===== src/rtl/split_demux.sv =====
// split_demux: registered 1-to-NUM_OUT demultiplexer.
//
// Each beat on the input valid/ready stream goes to one output channel. The
// channel is picked by the per-beat select. Selects at or above NUM_OUT go to
// the last channel. Every channel has a one-entry output register with its own
// valid/ready handshake, so a stalled channel only blocks beats addressed to it.
//
// Handshake rule (input and every output channel): a beat moves on a posedge
// where valid && ready. valid never depends on ready. in_ready_w is
// combinational from in_sel_w and out_ready_w and never looks at in_valid_w.
// Once raised, out_valid_w[i] and out_data_w[i] hold until the consumer takes
// the beat.
//
// Ports:
//   clk_w        clock, all state on posedge
//   rst_w        asynchronous active-high reset
//   in_valid_w   input beat present
//   in_ready_w   input beat accepted when high together with in_valid_w
//   in_data_w    input payload (WIDTH)
//   in_sel_w     destination channel (SEL_W)
//   out_valid_w  per-channel output valid, bit i = channel i
//   out_ready_w  per-channel consumer ready
//   out_data_w   channel i payload at [i*WIDTH +: WIDTH]
//   beat_cnt_w   accepted-beat counter, wraps modulo 2**CNT_W
//
// Debug: each channel's EMPTY/FULL state is in g_ch[i].state_q.
module split_demux #(
  parameter int WIDTH   = 8,
  parameter int NUM_OUT = 4,
  parameter int SEL_W   = 2,
  parameter int CNT_W   = 16
) (
  input  logic                       clk_w,
  input  logic                       rst_w,
  input  logic                       in_valid_w,
  output logic                       in_ready_w,
  input  logic [WIDTH-1:0]           in_data_w,
  input  logic [SEL_W-1:0]           in_sel_w,
  output logic [NUM_OUT-1:0]         out_valid_w,
  input  logic [NUM_OUT-1:0]         out_ready_w,
  output logic [NUM_OUT*WIDTH-1:0]   out_data_w,
  output logic [CNT_W-1:0]           beat_cnt_w
);

  typedef enum logic {EMPTY = 1'b0, FULL = 1'b1} ch_state_t;

  localparam logic [SEL_W-1:0] LAST_SEL = SEL_W'(NUM_OUT - 1);

  logic [SEL_W-1:0]   dst;
  logic [NUM_OUT-1:0] dst_hot;
  logic [NUM_OUT-1:0] ch_open;
  logic               accept;

  // Out-of-range selects fall through to the last channel.
  assign dst = (in_sel_w > LAST_SEL) ? LAST_SEL : in_sel_w;

  // A channel can take a beat when it is empty, or when it drains this cycle.
  assign in_ready_w = |(dst_hot & ch_open);
  assign accept     = in_valid_w & in_ready_w;

  for (genvar i = 0; i < NUM_OUT; i++) begin : g_ch
    ch_state_t        state_q;
    ch_state_t        state_d;
    logic [WIDTH-1:0] data_q;
    logic             load;

    assign dst_hot[i] = (dst == SEL_W'(i));
    assign ch_open[i] = (state_q == EMPTY) | out_ready_w[i];
    assign load       = accept & dst_hot[i];

    always_ff @(posedge clk_w or posedge rst_w) begin
      if (rst_w) begin
        state_q <= EMPTY;
      end else begin
        state_q <= state_d;
      end
    end

    // If a drain and an accept happen in the same cycle, the channel stays FULL.
    // The new beat replaces the old one, so throughput is one beat per clock.
    always_comb begin
      state_d = state_q;
      case (state_q)
        EMPTY:   if (load) state_d = FULL;
        FULL:    if (out_ready_w[i] && !load) state_d = EMPTY;
        default: state_d = EMPTY;
      endcase
    end

    // The payload is kept after draining; only out_valid_w qualifies it.
    always_ff @(posedge clk_w or posedge rst_w) begin
      if (rst_w) begin
        data_q <= '0;
      end else if (load) begin
        data_q <= in_data_w;
      end
    end

    assign out_valid_w[i]                = (state_q == FULL);
    assign out_data_w[i*WIDTH +: WIDTH]  = data_q;
  end

  always_ff @(posedge clk_w or posedge rst_w) begin
    if (rst_w) begin
      beat_cnt_w <= '0;
    end else if (accept) begin
      beat_cnt_w <= beat_cnt_w + 1'b1;
    end
  end

endmodule

===== config.mk =====
export PLATFORM = sky130hd
export DESIGN_NAME = split_demux
export DESIGN_NICKNAME = d
export VERILOG_FILES = /design/src/rtl/split_demux.sv
export SDC_FILE = /design/constraint.sdc
export NUM_CORES = 1
export LEC_CHECK = 0
export ABC_AREA = 1
export CELL_PAD_IN_SITES_DETAIL_PLACEMENT = 2
export CELL_PAD_IN_SITES_GLOBAL_PLACEMENT = 2
export CORE_AREA = 2 2 81 142
export DETAILED_ROUTE_END_ITERATION = 10
export DIE_AREA = 0 0 83 144
export PLACE_DENSITY_LB_ADDON = 0.1
export SYNTH_ARGS = -nofsm -noshare
export SYNTH_HDL_FRONTEND = slang
export SYNTH_SLANG_ARGS = --single-unit
export TNS_END_PERCENT = 10

===== constraint.sdc =====
create_clock -name clk_w -period 1.5 [get_ports clk_w]
set_input_delay 0.3 -clock clk_w [delete_from_list [all_inputs] [get_ports clk_w]]
set_output_delay 0.3 -clock clk_w [all_outputs]
set_load 0.03 [all_outputs]

# Word-level counts from Yosys, hierarchy flattened
# Index checks and enable logic that the tools add are counted.
# word_totals
regBits,52
elab_cells,51
# op_classes
n_reduce_logical,10
eq_ne,3
order_cmp,1
n_bitwise,14
muxes,13
addsub,1
# ops
op,count
16-bit by 1-bit adder with 16-bit output (second input constant),1
1-bit 2-to-1 mux,8
1-bit one-hot mux with 2 select lines,4
1-bit bitwise AND,5
4-bit bitwise AND,1
2-bit == test (second input constant),2
1-bit logical AND,4
1-bit zero test,4
1-bit inverter,4
1-bit bitwise OR,4
4-bit OR reduction,1
2-bit by 1-bit == test with 1-bit output (second input constant),1
2-bit > comparator (second input constant),1
2-bit zero test,1
2-bit 2-to-1 mux,1

# Depth between registers and ports, before layout
# Gate-level depths: netlist of the first run.
# logic_depth
ltp_word,11
mapped_depth,10

# Worst setup path before layout of the first run
# No wires, ideal clock.
# synth_timing
path_kind,reg-to-reg
from,register beat_cnt_w[0]
to,register beat_cnt_w[10]
setup_slack_ns,-0.069
path_stages_with_launch,8
setup_ns,0.117
arrival_time_ns,1.452
path_cell_list,dfrtp_1 > ha_1 > nand3_1 > nor2_1 > nand2_1 > xor2_1 > nand2_1 > nand2_1
# synth_between
elab_chain_cells,1
# synth_lines
element,line_no,text
"start, declared",42,output logic [CNT_W-1:0] beat_cnt_w
"start signal, assigned",107,beat_cnt_w <= beat_cnt_w + 1'b1;
16-bit by 1-bit adder with 16-bit output,107,
# No other way between the ends.
# A chain may end at the register's enable or synchronous reset.

# Worst setup path in the final report of the first run
# layout_timing
from,register g_ch[2].state_q
to,output in_ready_w
# layout_between
elab_chain_cells,4
# layout_lines
element,line_no,text
"start, declared",62,ch_state_t state_q;
"start signal, assigned",75,state_q <= state_d;
1-bit inverter,--,
1-bit bitwise OR,68,assign ch_open[i] = (state_q == EMPTY) | out_ready_w[i];
4-bit bitwise AND,58,assign in_ready_w = |(dst_hot & ch_open);
4-bit OR reduction,58,
"end, declared",36,"output logic in_ready_w,"
# No other way between the ends.

==> flow_summary.ini, run 1 <==
[status]
status = complete, but fails checks
violations = negative setup slack

[layout]
num_antenna_cells = 0
num-nets-final = 441
final_cell_mix = nand2_1, dfrtp_1, dlygate4sd2_1, buf_4, nand4_1
fin_cells = 556
register_area_sq_um = 1310
multiInputGateArea_sq_um = 1150
drive_gt1_frac = 0.219
syn_to_final_growth_pct = 55.8
nFillCells = 1274
final_common_cell = nand2_1

[routing]
routed_wl_um = 9110
num_vias = 2553
ant_nets = 0
drt-initial-drc-count = 78
drc = 0
routed_via_density = 4.59
firstDrtPassIters = 4
route.detailed.wl_per_inst_um = 16.4

[yosys]
yosysWarnings = 0
synth_nets = 333
synthDominantCellAreaShare = 0.512
synth_area_sq_um = 2540
synth.area.top_cells = dfrtp_1, nand2_1, nand4_1
syn-mean-instance-area_sq_um = 8.06
yosysSeqAreaShare = 0.512
synthCells = 315
yosysUniqueCellTypes = 21
synth-seq-cells = 52
synth_top_area_cell = dfrtp_1

[pwr]
finalPower_mw = 4.80
p_leak_nw = 2.08
comb_power_share = 0.362
netSwitchingPower_mw = 1.83
ir_worst_vdd_mv = 0.586
internal-power_mw = 2.97
powerDensity_nw_per_um2 = 1210
power_frac_clock = 0.246
seq_power_share = 0.392
swShare = 0.382

[global_route]
use_met1 = 0.165
grt_util_met3 = 0.0263
gr-total-overflow = 0
grt_usage = 0.161
gr-usage-met2 = 0.323
antenna_found_initial = 0
grt_pass1_wl_um = 14900
top_usage_layer = met2
grt_max_degree = 29
grt_pass1_vias = 2762

[flow_run]
cap_violations = 0

[critical_path]
cp.arrival_ns = 1.28
rr_worst_depth = 8
end_kind = primary output
crit_path_max_fanout = 6
timing.critical_path.from = g_ch[2].state_q
regToRegEndpoint = beat_cnt_w[8]
reg2reg_setup_slack_ns = 0.07
timing.rr.start = beat_cnt_w[1]
cp-start-kind = flip-flop
cp.required_ns = 1.20
critical_path_class = flip-flop to primary output

[timing]
skew_ns = 0.00812
period_needed_ns = 1.58
finalCritPeriodShare = 1.06
rsz0062_at_grt = yes
worst_pin_slew_ns = 0.339
tns_ns = -0.0836
worst_slew_margin_rel = 0.773
timing.final.max_slew_violations = 0
max_freq_mhz = 631
setup_viol = 1
finalHoldViolCount = 0
fin_ws_ns = -0.0836

[worst_hold_path]
min_path_type = input pin to flip-flop
hold_depth = 4
hold_end = g_ch[0].state_q
hp-start = out_ready_w[0]

[clock_network]
clock_path_buffers = 2
insertion_delay_ns = 0.30
clock-sinks = 52
clk_pin_slew_ns = 0.08
htree_levels = 2
numCtsBuffers = 5
cts-root-buf = clkbuf_16
cts_tree = done

[floorplanning]
initial_utilization = 0.233
ioPinCount = 70
fp-row-count = 51
die_w_um = 83
die_h_um = 144
core_sq_um = 10900
dieArea_sq_um = 12000

[placed_design]
place_ws_ns = -0.589
io_buffers = 69
dpl.cell_count = 541
hpwl_um = 7030
gp_congestion = 0.759
[critical path, stage by stage (launching register included)]
cell	delay, ns
dfrtp_1	0.40
nand2_2	0.10
nand2_2	0.06
nand2_2	0.08
inv_2	0.04
nand2_4	0.08
buf_12	0.11
buf_8	0.11
[state kept, by name, summed over array words and instances, names as in the netlist]
signal        cells
g_ch.data_q      32
beat_cnt_w       16
g_ch.state_q      4
[Yosys cell counts, drive strengths merged]
library cell  instances
nand2               151
dfrtp                52
nand4                36
inv                  19
nor2                 17
buf                  13
nand3                10
xnor2                 6
o21ai                 5
xor2                  2
clkbuf                1
clkinv                1
ha                    1
o21a                  1
[power by group through the flow]
stage,clock network [mW],logic (mW),registers [mW]
final,1.18,1.74,1.88
after global routing,1.29,1.89,1.92
after CTS,1.24,1.71,1.88
after detailed placement,0,1.86,1.91
after global placement,0,1.82,1.90
after floorplan,0,0.454,2.37
[through the flow]
stage	hold WS [ns]	utilization	instance area, sq um
after global placement	0.457	0.341	3720
final	0.298	0.363	3960
after global routing	0.317	0.363	3960
after floorplan	0.355	-	2540
after CTS	0.419	0.351	3830
after detailed placement	0.463	0.341	3720
[cell type report]
cell class              count  area share
well taps                 132      0.0417
clock buffers               6      0.0326
flip-flops and latches     52       0.330
inverters                  20      0.0199
multi-input cells         229       0.292
clock inverters             2     0.00411
repair buffers            115       0.280
[cells by family (layout without fill, tap and decap cells)]
kind of cell / Yosys count / count (layout) / share of synthesized area
compound gates: 6 / 6 / 0.0128
xor+xnor: 8 / 8 / 0.0276
fa+ha+maj: 1 / 1 / 0.00493
buf+inv: 34 / 143 / 0.0690
flops: 52 / 52 / 0.512
simple gates: 214 / 214 / 0.373
[layer usage]
metal	part of all wire	vias up
met5	0	-
met4	0.020	0
met3	0.030	8
met2	0.59	48
met1	0.36	1274
li1	-	1223
[repair_timing]
item	4_1_cts	5_1_grt
endpoints found under the hold margin	0	0
hold buffers	0	0
cloned	0	0
pin swaps	0	10
setup endpoints to repair	100	54
resized for setup	58	34
buffers inserted	0	7
[how the worst max path moves through the flow]
stage | to | slack [ns] | cells past startpoint
CTS | in_ready_w | -0.26 | 9
global placement | g_ch[0].data_q[7] | -0.49 | 11
finish | in_ready_w | -0.08 | 7
global route | in_ready_w | -0.14 | 7
detailed placement | g_ch[0].data_q[2] | -0.59 | 11
floorplan | beat_cnt_w[10] | -0.06 | 7
No activity file was read; power rests on OpenSTA's default activity.
==> run 2: changes to the inputs <==
Settings changed: CAP_MARGIN set to 30, GPL_ROUTABILITY_DRIVEN set to 0, HOLD_SLACK_MARGIN set to 0.1.
==> results of run 2 <==
Same layout as run 1: the final DEF is identical, and so are final timing and power.
